### config.mk
export PLATFORM = sky130hd
export DESIGN_NAME = sram_oq_write_ctrl
export DESIGN_NICKNAME = d
export VERILOG_FILES = /design/src/rtl/sram_oq_write_ctrl.sv
export SDC_FILE = /design/constraint.sdc
export NUM_CORES = 2
export LEC_CHECK = 0
export BUFFER_PORTS_ARGS = -buffer_cell sky130_fd_sc_hd__buf_2
export CAP_MARGIN = 20
export CORE_ASPECT_RATIO = 0.9
export CORE_UTILIZATION = 30
export DETAILED_ROUTE_END_ITERATION = 8
export PLACE_DENSITY = 0.58
export SLEW_MARGIN = 20
export SYNTH_ARGS = -nofsm -noshare
export SYNTH_HDL_FRONTEND = slang
export SYNTH_SLANG_ARGS = --single-unit
### constraint.sdc
create_clock -name memclk -period 16.6 [get_ports memclk]
set_input_delay 1.66 -clock memclk [delete_from_list [all_inputs] [get_ports memclk]]
set_output_delay 1.66 -clock memclk [all_outputs]
set_load 0.02 [all_outputs]
### src/rtl/sram_oq_write_ctrl.sv
// sram_oq_write_ctrl: takes the arbiter's word stream, places each word in the
// circular SRAM region of its output queue, buffers it in a small skid FIFO and
// issues SRAM writes. Keeps per-queue occupancy, drops whole packets that do not
// fit and announces every fully written packet to the read-side scheduler.
module sram_oq_write_ctrl #(
  parameter int NUM_QUEUES  = 5,
  parameter int DATA_WIDTH  = 202,
  parameter int QID_WIDTH   = 3,
  parameter int QDEPTH_BITS = 16,
  parameter int SKID_DEPTH  = 4
) (
  input  logic                             memclk,
  input  logic                             reset,
  input  logic                             din_valid,
  input  logic [DATA_WIDTH-1:0]            din,
  input  logic [QID_WIDTH-1:0]             queue_id,
  output logic                             sram_wr_en,
  output logic [QID_WIDTH+QDEPTH_BITS-1:0] sram_wr_addr,
  output logic [DATA_WIDTH-1:0]            sram_wr_data,
  input  logic                             sram_wr_ready,
  input  logic                             rd_free_valid,
  input  logic [QID_WIDTH-1:0]             rd_free_qid,
  input  logic [QDEPTH_BITS:0]             rd_free_words,
  output logic                             pkt_commit,
  output logic [QID_WIDTH-1:0]             pkt_commit_qid,
  output logic [QDEPTH_BITS-1:0]           pkt_commit_addr,
  output logic [QDEPTH_BITS:0]             pkt_commit_len,
  output logic [NUM_QUEUES-1:0]            queue_full,
  output logic                             drop_pulse,
  output logic [31:0]                      drop_count
);

  // Occupancy and packet length need one extra bit: a region can be exactly full.
  localparam int OW  = QDEPTH_BITS + 1;
  localparam int SPW = (SKID_DEPTH > 1) ? $clog2(SKID_DEPTH) : 1;
  localparam logic [OW-1:0]  QSIZE     = {1'b1, {QDEPTH_BITS{1'b0}}};
  localparam logic [SPW:0]   SKID_FULL = (SPW+1)'(SKID_DEPTH);

  typedef struct packed {
    logic [QID_WIDTH-1:0]   qid;
    logic [QDEPTH_BITS-1:0] off;
    logic [QDEPTH_BITS-1:0] start;
    logic [OW-1:0]          len;
    logic [DATA_WIDTH-1:0]  data;
  } entry_t;

  // Per-queue state, gathered into flat vectors for the input-side selection.
  logic [NUM_QUEUES-1:0][QDEPTH_BITS-1:0] wr_ptr_all;
  logic [NUM_QUEUES-1:0][QDEPTH_BITS-1:0] start_ptr_all;
  logic [NUM_QUEUES-1:0][OW-1:0]          occ_all;
  logic [NUM_QUEUES-1:0][OW-1:0]          cur_len_all;

  logic                   sel_hit;
  logic [QDEPTH_BITS-1:0] sel_wr_ptr;
  logic [QDEPTH_BITS-1:0] sel_start;
  logic [OW-1:0]          sel_occ;
  logic [OW-1:0]          sel_len;

  logic   eop_in;
  logic   fifo_full;
  logic   fifo_empty;
  logic   can_accept;
  logic   accept;
  logic   fail;
  logic   push;
  logic   pop;
  entry_t push_entry;
  entry_t head;

  logic dropping_reg;
  logic dropping_next;

  entry_t            fifo_mem [SKID_DEPTH];
  logic [SPW-1:0]    wr_idx_reg;
  logic [SPW-1:0]    rd_idx_reg;
  logic [SPW:0]      count_reg;

  logic                   commit_reg;
  logic [QID_WIDTH-1:0]   commit_qid_reg;
  logic [QDEPTH_BITS-1:0] commit_addr_reg;
  logic [OW-1:0]          commit_len_reg;
  logic                   drop_pulse_reg;
  logic [31:0]            drop_count_reg;

  // Pick the state of the queue addressed by queue_id; no hit means an invalid id.
  always_comb begin
    sel_hit    = 1'b0;
    sel_wr_ptr = '0;
    sel_start  = '0;
    sel_occ    = '0;
    sel_len    = '0;
    for (int i = 0; i < NUM_QUEUES; i++) begin
      if (queue_id == QID_WIDTH'(i)) begin
        sel_hit    = 1'b1;
        sel_wr_ptr = wr_ptr_all[i];
        sel_start  = start_ptr_all[i];
        sel_occ    = occ_all[i];
        sel_len    = cur_len_all[i];
      end
    end
  end

  assign eop_in     = din[DATA_WIDTH-1];
  assign fifo_full  = (count_reg == SKID_FULL);
  assign fifo_empty = (count_reg == '0);
  assign can_accept = sel_hit && (sel_occ != QSIZE) && !fifo_full;
  assign accept     = din_valid && !dropping_reg && can_accept;
  // A word arriving while already dropping is discarded silently, not re-counted.
  assign fail       = din_valid && !dropping_reg && !can_accept;
  assign push       = accept;
  assign pop        = sram_wr_en && sram_wr_ready;

  // Dropping starts on a failed non-EOP word and ends with the packet's EOP.
  always_comb begin
    dropping_next = dropping_reg;
    if (din_valid) begin
      if (dropping_reg) begin
        if (eop_in) dropping_next = 1'b0;
      end else if (!can_accept && !eop_in) begin
        dropping_next = 1'b1;
      end
    end
  end

  // Build the FIFO entry for the accepted word from the selected queue's state.
  always_comb begin
    push_entry       = '0;
    push_entry.qid   = queue_id;
    push_entry.off   = sel_wr_ptr;
    push_entry.start = sel_start;
    push_entry.len   = sel_len + OW'(1);
    push_entry.data  = din;
  end

  genvar gi;
  generate
    for (gi = 0; gi < NUM_QUEUES; gi++) begin : g_queue
      logic                   hit_q;
      logic                   acc_q;
      logic                   rb_q;
      logic                   free_q;
      logic [OW:0]            occ_up;
      logic [OW:0]            occ_down;
      logic [OW:0]            occ_diff;
      logic [QDEPTH_BITS-1:0] wr_ptr_reg;
      logic [QDEPTH_BITS-1:0] wr_ptr_next;
      logic [QDEPTH_BITS-1:0] start_ptr_reg;
      logic [QDEPTH_BITS-1:0] start_ptr_next;
      logic [OW-1:0]          occ_reg;
      logic [OW-1:0]          occ_next;
      logic [OW-1:0]          cur_len_reg;
      logic [OW-1:0]          cur_len_next;

      assign hit_q  = (queue_id == QID_WIDTH'(gi));
      assign acc_q  = accept && hit_q;
      assign rb_q   = fail && hit_q;
      assign free_q = rd_free_valid && (rd_free_qid == QID_WIDTH'(gi));

      // Rollback and free are summed before clamping so one cycle never wraps below zero.
      assign occ_up   = {1'b0, occ_reg} + {{OW{1'b0}}, acc_q};
      assign occ_down = (rb_q   ? {1'b0, cur_len_reg}   : '0) +
                        (free_q ? {1'b0, rd_free_words} : '0);
      assign occ_diff = occ_up - occ_down;

      // Pointer, length and occupancy updates for this queue.
      always_comb begin
        wr_ptr_next    = wr_ptr_reg;
        start_ptr_next = start_ptr_reg;
        cur_len_next   = cur_len_reg;
        if (rb_q) begin
          wr_ptr_next  = start_ptr_reg;
          cur_len_next = '0;
        end else if (acc_q) begin
          wr_ptr_next = wr_ptr_reg + QDEPTH_BITS'(1);
          if (eop_in) begin
            cur_len_next   = '0;
            start_ptr_next = wr_ptr_reg + QDEPTH_BITS'(1);
          end else begin
            cur_len_next = cur_len_reg + OW'(1);
          end
        end
        occ_next = (occ_up > occ_down) ? occ_diff[OW-1:0] : '0;
      end

      // Per-queue state registers.
      always_ff @(posedge memclk) begin
        if (reset) begin
          wr_ptr_reg    <= '0;
          start_ptr_reg <= '0;
          occ_reg       <= '0;
          cur_len_reg   <= '0;
        end else begin
          wr_ptr_reg    <= wr_ptr_next;
          start_ptr_reg <= start_ptr_next;
          occ_reg       <= occ_next;
          cur_len_reg   <= cur_len_next;
        end
      end

      assign wr_ptr_all[gi]    = wr_ptr_reg;
      assign start_ptr_all[gi] = start_ptr_reg;
      assign occ_all[gi]       = occ_reg;
      assign cur_len_all[gi]   = cur_len_reg;
      assign queue_full[gi]    = (occ_reg == QSIZE);
    end
  endgenerate

  // Skid FIFO storage; contents are qualified by the count, so no reset is needed.
  always_ff @(posedge memclk) begin
    if (push) fifo_mem[wr_idx_reg] <= push_entry;
  end

  // Skid FIFO pointers and fill count.
  always_ff @(posedge memclk) begin
    if (reset) begin
      wr_idx_reg <= '0;
      rd_idx_reg <= '0;
      count_reg  <= '0;
    end else begin
      if (push) wr_idx_reg <= wr_idx_reg + SPW'(1);
      if (pop)  rd_idx_reg <= rd_idx_reg + SPW'(1);
      case ({push, pop})
        2'b10:   count_reg <= count_reg + (SPW+1)'(1);
        2'b01:   count_reg <= count_reg - (SPW+1)'(1);
        default: count_reg <= count_reg;
      endcase
    end
  end

  assign head = fifo_mem[rd_idx_reg];

  // Head of the FIFO drives the write port; zero when idle so nothing stale leaks out.
  assign sram_wr_en   = !fifo_empty;
  assign sram_wr_addr = fifo_empty ? '0 : {head.qid, head.off};
  assign sram_wr_data = fifo_empty ? '0 : head.data;

  // Input-side drop state.
  always_ff @(posedge memclk) begin
    if (reset) dropping_reg <= 1'b0;
    else       dropping_reg <= dropping_next;
  end

  // Commit announcement follows the SRAM's acceptance of the EOP word.
  always_ff @(posedge memclk) begin
    if (reset) begin
      commit_reg      <= 1'b0;
      commit_qid_reg  <= '0;
      commit_addr_reg <= '0;
      commit_len_reg  <= '0;
    end else begin
      commit_reg <= pop && head.data[DATA_WIDTH-1];
      if (pop && head.data[DATA_WIDTH-1]) begin
        commit_qid_reg  <= head.qid;
        commit_addr_reg <= head.start;
        commit_len_reg  <= head.len;
      end
    end
  end

  // Drop pulse and saturating drop counter.
  always_ff @(posedge memclk) begin
    if (reset) begin
      drop_pulse_reg <= 1'b0;
      drop_count_reg <= '0;
    end else begin
      drop_pulse_reg <= fail;
      if (fail && (drop_count_reg != '1)) drop_count_reg <= drop_count_reg + 32'd1;
    end
  end

  assign pkt_commit      = commit_reg;
  assign pkt_commit_qid  = commit_qid_reg;
  assign pkt_commit_addr = commit_addr_reg;
  assign pkt_commit_len  = commit_len_reg;
  assign drop_pulse      = drop_pulse_reg;
  assign drop_count      = drop_count_reg;

endmodule
==> results.toml <==
[placement]
place_ws_ps = 7710
dpl-instance-area_um2 = 73100
portBuffers = 526
hpwl_um = 128000
gp_congestion = 0.878

[logic_synthesis]
syn-mean-instance-area_um2 = 12.8
yosys.cell_types.count = 78
async_flop_share = 0
synth_cells = 5234
synth_most_common_cell = "edfxtp_1"
synth_top_cell_by_area = "edfxtp_1"
synth_edf_count = 1016
synth_warnings = 0
syn_nets = 5677
ys_top_cells_by_count = "edfxtp_1, nor2_1, dfxtp_1"
ys.flop_type = "edfxtp_1"
yosysSeqAreaShare = 0.576
ys_ff_latch = 1426
synth_top_area_share = 0.454
synth_area_leaders = "edfxtp_1, dfxtp_1, mux4_2, ha_1, and2_1"
synth_area_um2 = 67200

[critical_path]
critPathMaxFanout = 98
cp-start-kind = "input pin"
critical_path_arrival_ps = 8760
crit_type = "in -> reg"
endpoint_kind = "register"
required_ps = 17260

[sta]
finalSetupViolations = 0
tightest_slew_ps = 1020
finalSetupTns_ps = 0
finalMaxSlewViolations = 0
final.min_clock_period_ps = 8090
finClkSkew_ps = 69.2
rsz0062_at_grt = "no"
hold_viol_final = 0
hold_ws_ps = 453
slew_headroom = 0.322
fin_crit_sh = 0.488
max_freq_ghz = 0.124
setup_slack_ps = 8510

[detailed_routing]
drcViolationCount = 0
wl_per_cell_um = 21.2
antenna_left = 0
drtIter0Drc = 3669
drt-total-wl_um = 187000
dr.pass1.iters = 6
drt-vias-per-instance = 5.07
vias = 44800

[power_and_ir_drop]
p_clk_frac = 0.322
intPower_uw = 7120
p_seq_frac = 0.388
sw_frac_of_total = 0.330
powerDensity_nw_per_um2 = 136
p_switching_uw = 3510
ir_worst_vdd_v = 0.000110
p_leak_uw = 0.0275
power.total_uw = 10600
p_comb_frac = 0.290

[clocking]
numCtsBuffers = 154
clk_pin_slew_ps = 60
clk_path_buf_depth = 3
cts_resized = 0
insertion_delay_ps = 820
holdBufCountCts = 0
ctsRootBufferMaster = "clkbuf_16"
cts_tree = "yes"
htree_levels = 4
cts_setup_buffers = 0
cts_sinks = 1426

[flow_run]
maxCapViolations = 0

[global_routing]
grt_max_degree = 125
grt_pass1_vias = 43900
track_usage = 0.162
grt_antenna_before_repair = 49
grt_pass1_wl_um = 280000
grt-ovfl-total = 0

[min_path]
min_path_type = "reg -> reg"

[floorplanning]
io_pins = 527
start_util = 0.302
num_rows = 164
die_x_um = 501
die_y_um = 451
core_um2 = 222000
die_area_um2 = 226000

[status]
status = "finished clean"

[finish]
largest_reg_flops = 1016
nNetsFinal = 6159
design_area_um2 = 78200
drive_gt1_frac = 0.203
area_growth_pct = 16.4
fillerInstances = 21700
[power groups by stage]
stage	Sequential [uW]	Combinational, uW	Clock (uW)
after floorplan	4190	2130	0
after global placement	4200	3120	0
after detailed placement	4200	3130	0
after CTS	4130	3140	3510
after global routing	4150	3360	3640
final	4130	3080	3420
[worst paths after layout]
kind	depth (start not counted)	end	from	slack (ps)
worst max-delay path	26	g_queue[3].occ_reg[16]	queue_id[1]	8510
worst min-delay path	2	pkt_commit_qid[0]	pkt_commit_qid[0]	450
worst max register to register	27	g_queue[3].occ_reg[16]	g_queue[2].occ_reg[9]	8890
worst min register to register	2	pkt_commit_qid[0]	pkt_commit_qid[0]	450
[logic make-up after synthesis]
group	Yosys count	share of synthesized area
muxes	323	0.105
buffers and inverters	347	0.0202
and+or+nand+nor	1838	0.139
AOI/OAI and AO/OA	709	0.0696
adders and majority gates	213	0.0409
xor gates and xnor gates	378	0.0493
DFF	1426	0.576
[layer usage]
layer | share of wire | vias to the layer above | track usage
li1 | - | 20700 | -
met1 | 0.44 | 22400 | 0.220
met2 | 0.46 | 1331 | 0.257
met3 | 0.076 | 293 | 0.0402
met4 | 0.021 | 46 | 0.0396
met5 | 0.0016 | - | 0
[per-stage QoR]
| stage | utilization | instances |
|---|---|---|
| after floorplan | - | 5234 |
| after global placement | 0.329 | 8546 |
| after detailed placement | 0.329 | 8548 |
| after CTS | 0.352 | 8823 |
| after global routing | 0.352 | 8825 |
| final | 0.352 | 8839 |
[area by class of cell]
type                       instances  area, um^2  share of cell area
antenna                           16        40.0            0.000512
inverter                          86         323             0.00413
clock inverter                    72         877              0.0112
timing repair buffer             587        3140              0.0401
tap                             2988        3740              0.0478
sequential                      1426       38700               0.495
multi-input combinational       3461       27200               0.348
clock buffer                     203        4150              0.0531
[critical path, cell delays in order]
cell and delay (ps):
buf_4 200, buf_4 760, and4bb_1 340, o31ai_2 150, o21ai_4 170, buf_4 720, and3_1 290, ha_1 190
inv_1 60, fa_1 400, nor2b_1 160, o31ai_1 120, a2111oi_0 650, nor2_1 120, a21oi_1 270, a21o_1 160
a21oi_1 70, xor2_1 150, ha_1 340, or2_2 320, a21oi_1 190, a311oi_1 90, o21a_1 200, o21ai_1 510
buf_4 300, nor3_1 70
[layout by cell type, fill, tap and decap left out, drive strengths merged, types with 20 or more instances in the layout]
cell and instances:
nand2b 30, nand3 173, nor2b 35, nor2 425, inv 92, and2 326
o211ai 20, a211oi 93, clkinv 50, edfxtp 1016, a22o 35, ha 202
xnor2 214, nand4 66, xor2 164, nand2 337, mux4 303, clkbuf 203
or3 40, a31o 21, a31oi 28, and3 155, a21oi 211, dfxtp 410
nor3 129, buf 587, nor4 50, o21a 22, a21o 27, o21ai 118
Power figures use the tool's default switching activity.
